<file path="src/rtl/fft16_pkg.sv">
// Shared constants, types and address helper for the 16-point FFT output reorder stage.
package fft16_pkg;

    localparam int DATA_W   = 32;
    localparam int N_POINTS = 16;
    localparam int RADIX    = 4;
    localparam int ADDR_W   = $clog2(N_POINTS);

    localparam logic [ADDR_W-1:0] LAST_BIN = ADDR_W'(N_POINTS - 1);

    typedef struct packed {
        logic [DATA_W-1:0] re;
        logic [DATA_W-1:0] im;
    } cplx_t;

    typedef enum logic {
        IDLE,
        STREAM
    } rd_state_e;

    // Lane l of group g holds bin 4*l+g.
    function automatic logic [ADDR_W-1:0] digit_rev4(input logic [1:0] l, input logic [1:0] g);
        return {l, g};
    endfunction

endpackage

</file>
<file path="src/rtl/fft16_output_reorder_if.sv">
// Butterfly-group input bus and serial bin output bus of the reorder stage.
interface fft16_output_reorder_if;
    import fft16_pkg::*;

    logic              in_valid;
    logic              in_frame_start;
    logic [DATA_W-1:0] in0_real, in0_im;
    logic [DATA_W-1:0] in1_real, in1_im;
    logic [DATA_W-1:0] in2_real, in2_im;
    logic [DATA_W-1:0] in3_real, in3_im;

    logic              out_valid;
    logic [DATA_W-1:0] out_real, out_im;
    logic [ADDR_W-1:0] out_index;
    logic              out_last;
    logic              overflow;

    modport master (
        output in_valid, in_frame_start,
        output in0_real, in0_im, in1_real, in1_im, in2_real, in2_im, in3_real, in3_im,
        input  out_valid, out_real, out_im, out_index, out_last, overflow
    );

    modport slave (
        input  in_valid, in_frame_start,
        input  in0_real, in0_im, in1_real, in1_im, in2_real, in2_im, in3_real, in3_im,
        output out_valid, out_real, out_im, out_index, out_last, overflow
    );

endinterface

</file>
<file path="src/rtl/fft16_reorder_bank.sv">
// Ping-pong frame store: four same-cycle lane writes, one registered read, bank chosen per side.
module fft16_reorder_bank
    import fft16_pkg::*;
(
    input  logic              clk,
    input  logic              reset,
    input  logic              wr_en_i,
    input  logic              wr_bank_i,
    input  logic [1:0]        wr_group_i,
    input  cplx_t             wr_data_i [RADIX],
    input  logic              rd_en_i,
    input  logic              rd_bank_i,
    input  logic [ADDR_W-1:0] rd_addr_i,
    output cplx_t             rd_data_o
);

    cplx_t mem_q [2][N_POINTS];
    cplx_t rd_data_q;

    // NOTE: the storage array is deliberately left out of reset so it maps onto plain RAM;
    // every bin is rewritten before a bank is ever read.
    always_ff @(posedge clk) begin
        if (wr_en_i) begin
            for (int l = 0; l < RADIX; l++) begin
                mem_q[wr_bank_i][digit_rev4(2'(l), wr_group_i)] <= wr_data_i[l];
            end
        end
    end

    always_ff @(posedge clk or posedge reset) begin
        if (reset) begin
            rd_data_q <= '0;
        end else if (rd_en_i) begin
            rd_data_q <= mem_q[rd_bank_i][rd_addr_i];
        end
    end

    assign rd_data_o = rd_data_q;

endmodule

</file>
<file path="src/rtl/fft16_output_reorder.sv">
// Captures four butterfly groups per frame into a ping-pong store and streams bins 0..15 serially.
module fft16_output_reorder
    import fft16_pkg::*;
(
    input  logic                 clk,
    input  logic                 reset,
    fft16_output_reorder_if.slave bus
);

    logic [1:0]        group_q;
    logic              wr_bank_q;
    rd_state_e         state_q;
    logic [ADDR_W-1:0] rd_ptr_q;
    logic              rd_bank_q;
    logic              out_valid_q;
    logic              out_last_q;
    logic [ADDR_W-1:0] out_index_q;
    logic              overflow_q;

    logic [1:0] wr_group;
    logic       issue;
    logic       complete;
    logic       accept;
    cplx_t      lane_data [RADIX];
    cplx_t      rd_data;

    // A frame-start group always lands as group 0, dropping any partial frame.
    assign wr_group = bus.in_frame_start ? 2'd0 : group_q;
    assign issue    = (state_q == STREAM);
    assign complete = bus.in_valid && (wr_group == 2'd3);
    // The edge that issues bin 15 may hand straight over to the next frame.
    assign accept   = complete && (!issue || rd_ptr_q == LAST_BIN);

    assign lane_data[0] = {bus.in0_real, bus.in0_im};
    assign lane_data[1] = {bus.in1_real, bus.in1_im};
    assign lane_data[2] = {bus.in2_real, bus.in2_im};
    assign lane_data[3] = {bus.in3_real, bus.in3_im};

    // NOTE: all state here uses non-blocking assignments so every register sees pre-edge values.
    always_ff @(posedge clk or posedge reset) begin
        if (reset) begin
            group_q     <= 2'd0;
            wr_bank_q   <= 1'b0;
            state_q     <= IDLE;
            rd_ptr_q    <= '0;
            rd_bank_q   <= 1'b0;
            out_valid_q <= 1'b0;
            out_last_q  <= 1'b0;
            out_index_q <= '0;
            overflow_q  <= 1'b0;
        end else begin
            if (bus.in_valid) begin
                group_q <= wr_group + 2'd1;
            end

            out_valid_q <= issue;
            out_last_q  <= issue && (rd_ptr_q == LAST_BIN);
            if (issue) begin
                out_index_q <= rd_ptr_q;
            end

            if (accept) begin
                wr_bank_q <= ~wr_bank_q;
                rd_bank_q <= wr_bank_q;
                rd_ptr_q  <= '0;
                state_q   <= STREAM;
            end else begin
                if (complete) begin
                    overflow_q <= 1'b1;
                end
                if (issue) begin
                    rd_ptr_q <= rd_ptr_q + 1'b1;
                    if (rd_ptr_q == LAST_BIN) begin
                        state_q <= IDLE;
                    end
                end
            end
        end
    end

    fft16_reorder_bank u_bank (
        .clk        (clk),
        .reset      (reset),
        .wr_en_i    (bus.in_valid),
        .wr_bank_i  (wr_bank_q),
        .wr_group_i (wr_group),
        .wr_data_i  (lane_data),
        .rd_en_i    (issue),
        .rd_bank_i  (rd_bank_q),
        .rd_addr_i  (rd_ptr_q),
        .rd_data_o  (rd_data)
    );

    assign bus.out_valid = out_valid_q;
    assign bus.out_last  = out_last_q;
    assign bus.out_index = out_index_q;
    assign bus.overflow  = overflow_q;
    assign bus.out_real  = rd_data.re;
    assign bus.out_im    = rd_data.im;

endmodule
</file>
<file path="src/flat_wrapper.sv">
// flat-port wrapper written by rule: the top's interface ports become plain ports
module fft16_output_reorder_flat import fft16_pkg::*;
  (clk, reset, bus_in_valid, bus_in_frame_start, bus_in0_real, bus_in0_im, bus_in1_real, bus_in1_im, bus_in2_real, bus_in2_im, bus_in3_real, bus_in3_im, bus_out_valid, bus_out_real, bus_out_im, bus_out_index, bus_out_last, bus_overflow);
  fft16_output_reorder_if bus_i ();
  input  logic clk;
  input  logic reset;
  input wire logic [$bits(bus_i.in_valid)-1:0] bus_in_valid;
  input wire logic [$bits(bus_i.in_frame_start)-1:0] bus_in_frame_start;
  input wire logic [$bits(bus_i.in0_real)-1:0] bus_in0_real;
  input wire logic [$bits(bus_i.in0_im)-1:0] bus_in0_im;
  input wire logic [$bits(bus_i.in1_real)-1:0] bus_in1_real;
  input wire logic [$bits(bus_i.in1_im)-1:0] bus_in1_im;
  input wire logic [$bits(bus_i.in2_real)-1:0] bus_in2_real;
  input wire logic [$bits(bus_i.in2_im)-1:0] bus_in2_im;
  input wire logic [$bits(bus_i.in3_real)-1:0] bus_in3_real;
  input wire logic [$bits(bus_i.in3_im)-1:0] bus_in3_im;
  output wire logic [$bits(bus_i.out_valid)-1:0] bus_out_valid;
  output wire logic [$bits(bus_i.out_real)-1:0] bus_out_real;
  output wire logic [$bits(bus_i.out_im)-1:0] bus_out_im;
  output wire logic [$bits(bus_i.out_index)-1:0] bus_out_index;
  output wire logic [$bits(bus_i.out_last)-1:0] bus_out_last;
  output wire logic [$bits(bus_i.overflow)-1:0] bus_overflow;
  assign bus_i.in_valid = bus_in_valid;
  assign bus_i.in_frame_start = bus_in_frame_start;
  assign bus_i.in0_real = bus_in0_real;
  assign bus_i.in0_im = bus_in0_im;
  assign bus_i.in1_real = bus_in1_real;
  assign bus_i.in1_im = bus_in1_im;
  assign bus_i.in2_real = bus_in2_real;
  assign bus_i.in2_im = bus_in2_im;
  assign bus_i.in3_real = bus_in3_real;
  assign bus_i.in3_im = bus_in3_im;
  assign bus_out_valid = bus_i.out_valid;
  assign bus_out_real = bus_i.out_real;
  assign bus_out_im = bus_i.out_im;
  assign bus_out_index = bus_i.out_index;
  assign bus_out_last = bus_i.out_last;
  assign bus_overflow = bus_i.overflow;
  fft16_output_reorder u_core (.clk(clk), .reset(reset), .bus(bus_i));
endmodule
</file>
<file path="config.mk">
export PLATFORM = sky130hd
export DESIGN_NAME = fft16_output_reorder_flat
export DESIGN_NICKNAME = d
export VERILOG_FILES = /design/src/rtl/fft16_pkg.sv /design/src/rtl/fft16_output_reorder_if.sv /design/src/rtl/fft16_reorder_bank.sv /design/src/rtl/fft16_output_reorder.sv /design/src/flat_wrapper.sv
export SDC_FILE = /design/constraint.sdc
export NUM_CORES = 2
export LEC_CHECK = 0
export BUFFER_PORTS_ARGS = -buffer_cell sky130_fd_sc_hd__buf_2
export CAP_MARGIN = 10
export CORE_MARGIN = 2
export CORE_UTILIZATION = 45
export DETAILED_ROUTE_END_ITERATION = 10
export GPL_TIMING_DRIVEN = 0
export PLACE_DENSITY = 0.58
export SKIP_LAST_GASP = 1
export SLEW_MARGIN = 20
export SYNTH_ARGS = -nofsm -noshare
export SYNTH_HDL_FRONTEND = slang
export SYNTH_SLANG_ARGS = --single-unit
</file>
<file path="constraint.sdc">
create_clock -name clk -period 24.1 [get_ports clk]
set_input_delay 4.82 -clock clk [delete_from_list [all_inputs] [get_ports clk]]
set_output_delay 4.82 -clock clk [all_outputs]
set_load 0.005 [all_outputs]
</file>
==> results.json <==
{
  "status": "finished clean",
  "first_pass_iters": 8,
  "grt_max_degree": 45,
  "via_count": 59343,
  "worstPathArrival_ns": 8.03,
  "crit_path_start_kind": "input port",
  "min_path_cells": 1,
  "cts_root_buf": "clkbuf_16",
  "syn-cell-area_um2": 88000,
  "powerDensity_nw_per_um2": 112,
  "hold_buffers": 0,
  "drv_slew": 0,
  "ant_nets": 0,
  "synth_ff_type": "edfxtp_1",
  "via_per_inst": 6.39,
  "worst-setup-path-type": "input port to register",
  "drt_iter0_markers": 10556,
  "clkSinkCount": 2128,
  "routabilityCongestion": 0.882,
  "setup_viol": 0,
  "track_usage": 0.353,
  "worst_pin_slew_ns": 1.31,
  "critPathMaxFanout": 35,
  "die_w_um": 446,
  "wirelength_mm": 356,
  "rows": 162,
  "ys_warn_count": 0,
  "cts_buffers": 217,
  "post_cts_resized": 0,
  "route.detailed.drc": 0,
  "die-area_um2": 199000,
  "area_growth_pct": 17.9,
  "critPathCaptureType": "register",
  "p_leak_uw": 0.0364,
  "synth-async-reset-ratio": 0.0376,
  "skew_ns": 0.0319,
  "fin_crit_ns": 7.47,
  "yosysSeqAreaShare": 0.722,
  "clock_latency_ns": 0.90,
  "nets": 6766,
  "routedWlPerCell_um": 38.3,
  "overflow": 0,
  "antenna_found_initial": 123,
  "period_share": 0.310,
  "core_area_um2": 195000,
  "reg2reg_setup_slack_ns": 20.29,
  "r2r-end": "u_core.u_bank.mem_q[1][295]",
  "ff2ff_path_depth": 8,
  "finalHoldViolCount": 0,
  "final_cell_mix": "2,048 x edfxtp_1, 1,798 x nand2_1, 512 x mux2i_1, 404 x buf_2, 384 x a22oi_1",
  "clkTransAtPathRegs_ns": 0.06,
  "layout-drive-gt1-share": 0.193,
  "ys_seq_elements": 2128,
  "yosysUniqueCellTypes": 36,
  "design_area_um2": 104000,
  "timing.rr.start": "u_core.group_q[1]",
  "fp.dieH_um": 446,
  "pin_count": 331,
  "mostFrequentLayoutCell": "edfxtp_1",
  "cts_tree": "yes",
  "rsz0062_at_grt": "no",
  "grt_pass1_vias": 56102,
  "clock.fmax_mhz": 134,
  "vdd_ir_drop_max_mv": 0.0819,
  "port_buffers": 329,
  "required_ns": 24.66,
  "relSlewSlack": 0.128,
  "holdPathEnd": "u_core.bus.out_index[1]",
  "placed_area_um2": 96600,
  "max-cap-violations": 0,
  "min-delay-start": "u_core.bus.out_index[1]",
  "grt_pass1_wl_mm": 471,
  "cts_setup_buffers": 0,
  "htreeDepth": 4,
  "avgSynthCellArea_um2": 15.2,
  "dp_hpwl_mm": 239,
  "initial_utilization": 0.452,
  "dp_cells": 8827,
  "fin_cells": 9287,
  "clockBufferDepth": 3,
  "synthesis.nets": 6067,
  "synthCells": 5806,
  "synth-edff-count": 2048,
  "hold_path.class": "register to register"
}
kinds of logic (layout without fill, tap and decap cells):
group / Yosys count / count (layout) / share of synthesized area
flip-flops: 2128 / 2128 / 0.722
AND/OR/NAND/NOR: 2090 / 2090 / 0.0973
multiplexers: 771 / 771 / 0.124
AO/OA/AOI/OAI: 463 / 463 / 0.0375
buffers and inverters: 350 / 1238 / 0.0189
XOR/XNOR: 3 / 3 / 0.000299
adder cells (fa/ha/maj): 1 / 1 / 0.000142
other: 0 / 51 / 0
area by class of cell:
type | instances | area, um2
well taps | 2542 | 3180
plain buffers | 346 | 1800
clock inverters | 108 | 1030
fillers | 16018 | 90800
diodes | 51 | 128
repair buffers | 480 | 5210
clock buffers | 300 | 6020
flip-flops and latches | 2128 | 63500
multi-input cells | 3328 | 22900
inverters | 4 | 22.5
flip-flops by register name (all words and copies together) (netlist names):
signal,count
u_core.group_q,2
u_core.bus.out_valid,1
u_core.issue,1
u_core.u_bank.rd_data_o,64
u_core.bus.overflow,1
u_core.rd_ptr_q,4
u_core.wr_bank_q,1
u_core.u_bank.mem_q,2048
u_core.bus.out_index,4
u_core.bus.out_last,1
u_core.rd_bank_q,1
cells in the mapped netlist (all sizes together), types with 2 or more instances:
master / count / share of area
a21oi: 67 / 0.0038
a22oi: 384 / 0.033
and2: 7 / 0.00050
and3b: 2 / 0.00020
buf: 146 / 0.010
clkbuf: 200 / 0.0085
dfrtp: 80 / 0.023
edfxtp: 2048 / 0.70
inv: 4 / 0.00017
mux2: 3 / 0.00038
mux2i: 512 / 0.058
mux4: 256 / 0.066
nand2: 1799 / 0.077
nand2b: 66 / 0.0047
nand3: 129 / 0.0073
nand3b: 3 / 0.00026
nand4b: 64 / 0.0064
nor2: 10 / 0.00043
nor2b: 6 / 0.00043
o21a: 2 / 0.00017
o21ai: 5 / 0.00028
xor2: 2 / 0.00020
through the flow:
stage	setup TNS, ns	worst slack (ns)	total power [uW]	hold slack [ns]	utilization
after floorplan	0	6.87	6540	0.370	-
after global placement	-5692.59	-5.88	8230	0.491	0.477
after detailed placement	0	15.82	8220	0.495	0.496
after CTS	0	16.73	11500	0.509	0.533
after global routing	0	16.63	11800	0.523	0.533
final	0	16.64	11600	0.506	0.533
critical path: stages:
cell	delay [ns]
buf_2	0.14
nand3b_1	0.23
nor2_1	0.25
clkbuf_1	0.78
and2_4	0.63
buf_12	0.30
buf_16	0.27
buf_16	0.29
buf_12	0.24
metal layers:
layer,share of wire,track usage
met1,0.34,0.442
met3,0.13,0.105
met2,0.44,0.530
met5,0.0020,0.00391
met4,0.079,0.240
worst max path at each step:
stage | start | endpoint | slack, ns | depth (start not counted)
after global placement | bus_in_frame_start | u_core.u_bank.mem_q[0][924] | -5.88 | 5
after CTS | bus_in_valid | u_core.u_bank.mem_q[1][795] | 16.73 | 9
after detailed placement | bus_in_valid | u_core.u_bank.mem_q[1][795] | 15.82 | 9
after floorplan | bus_in_valid | u_core.u_bank.mem_q[0][0] | 6.87 | 6
final | bus_in_frame_start | u_core.u_bank.mem_q[1][905] | 16.64 | 9
after global routing | bus_in_valid | u_core.u_bank.mem_q[1][795] | 16.63 | 9
power by group:
group          switching [uW]  internal, uW
registers                 113          4410
logic                    2510          1220
clock network            1470          1910
No activity file was read; power rests on OpenSTA's default activity.
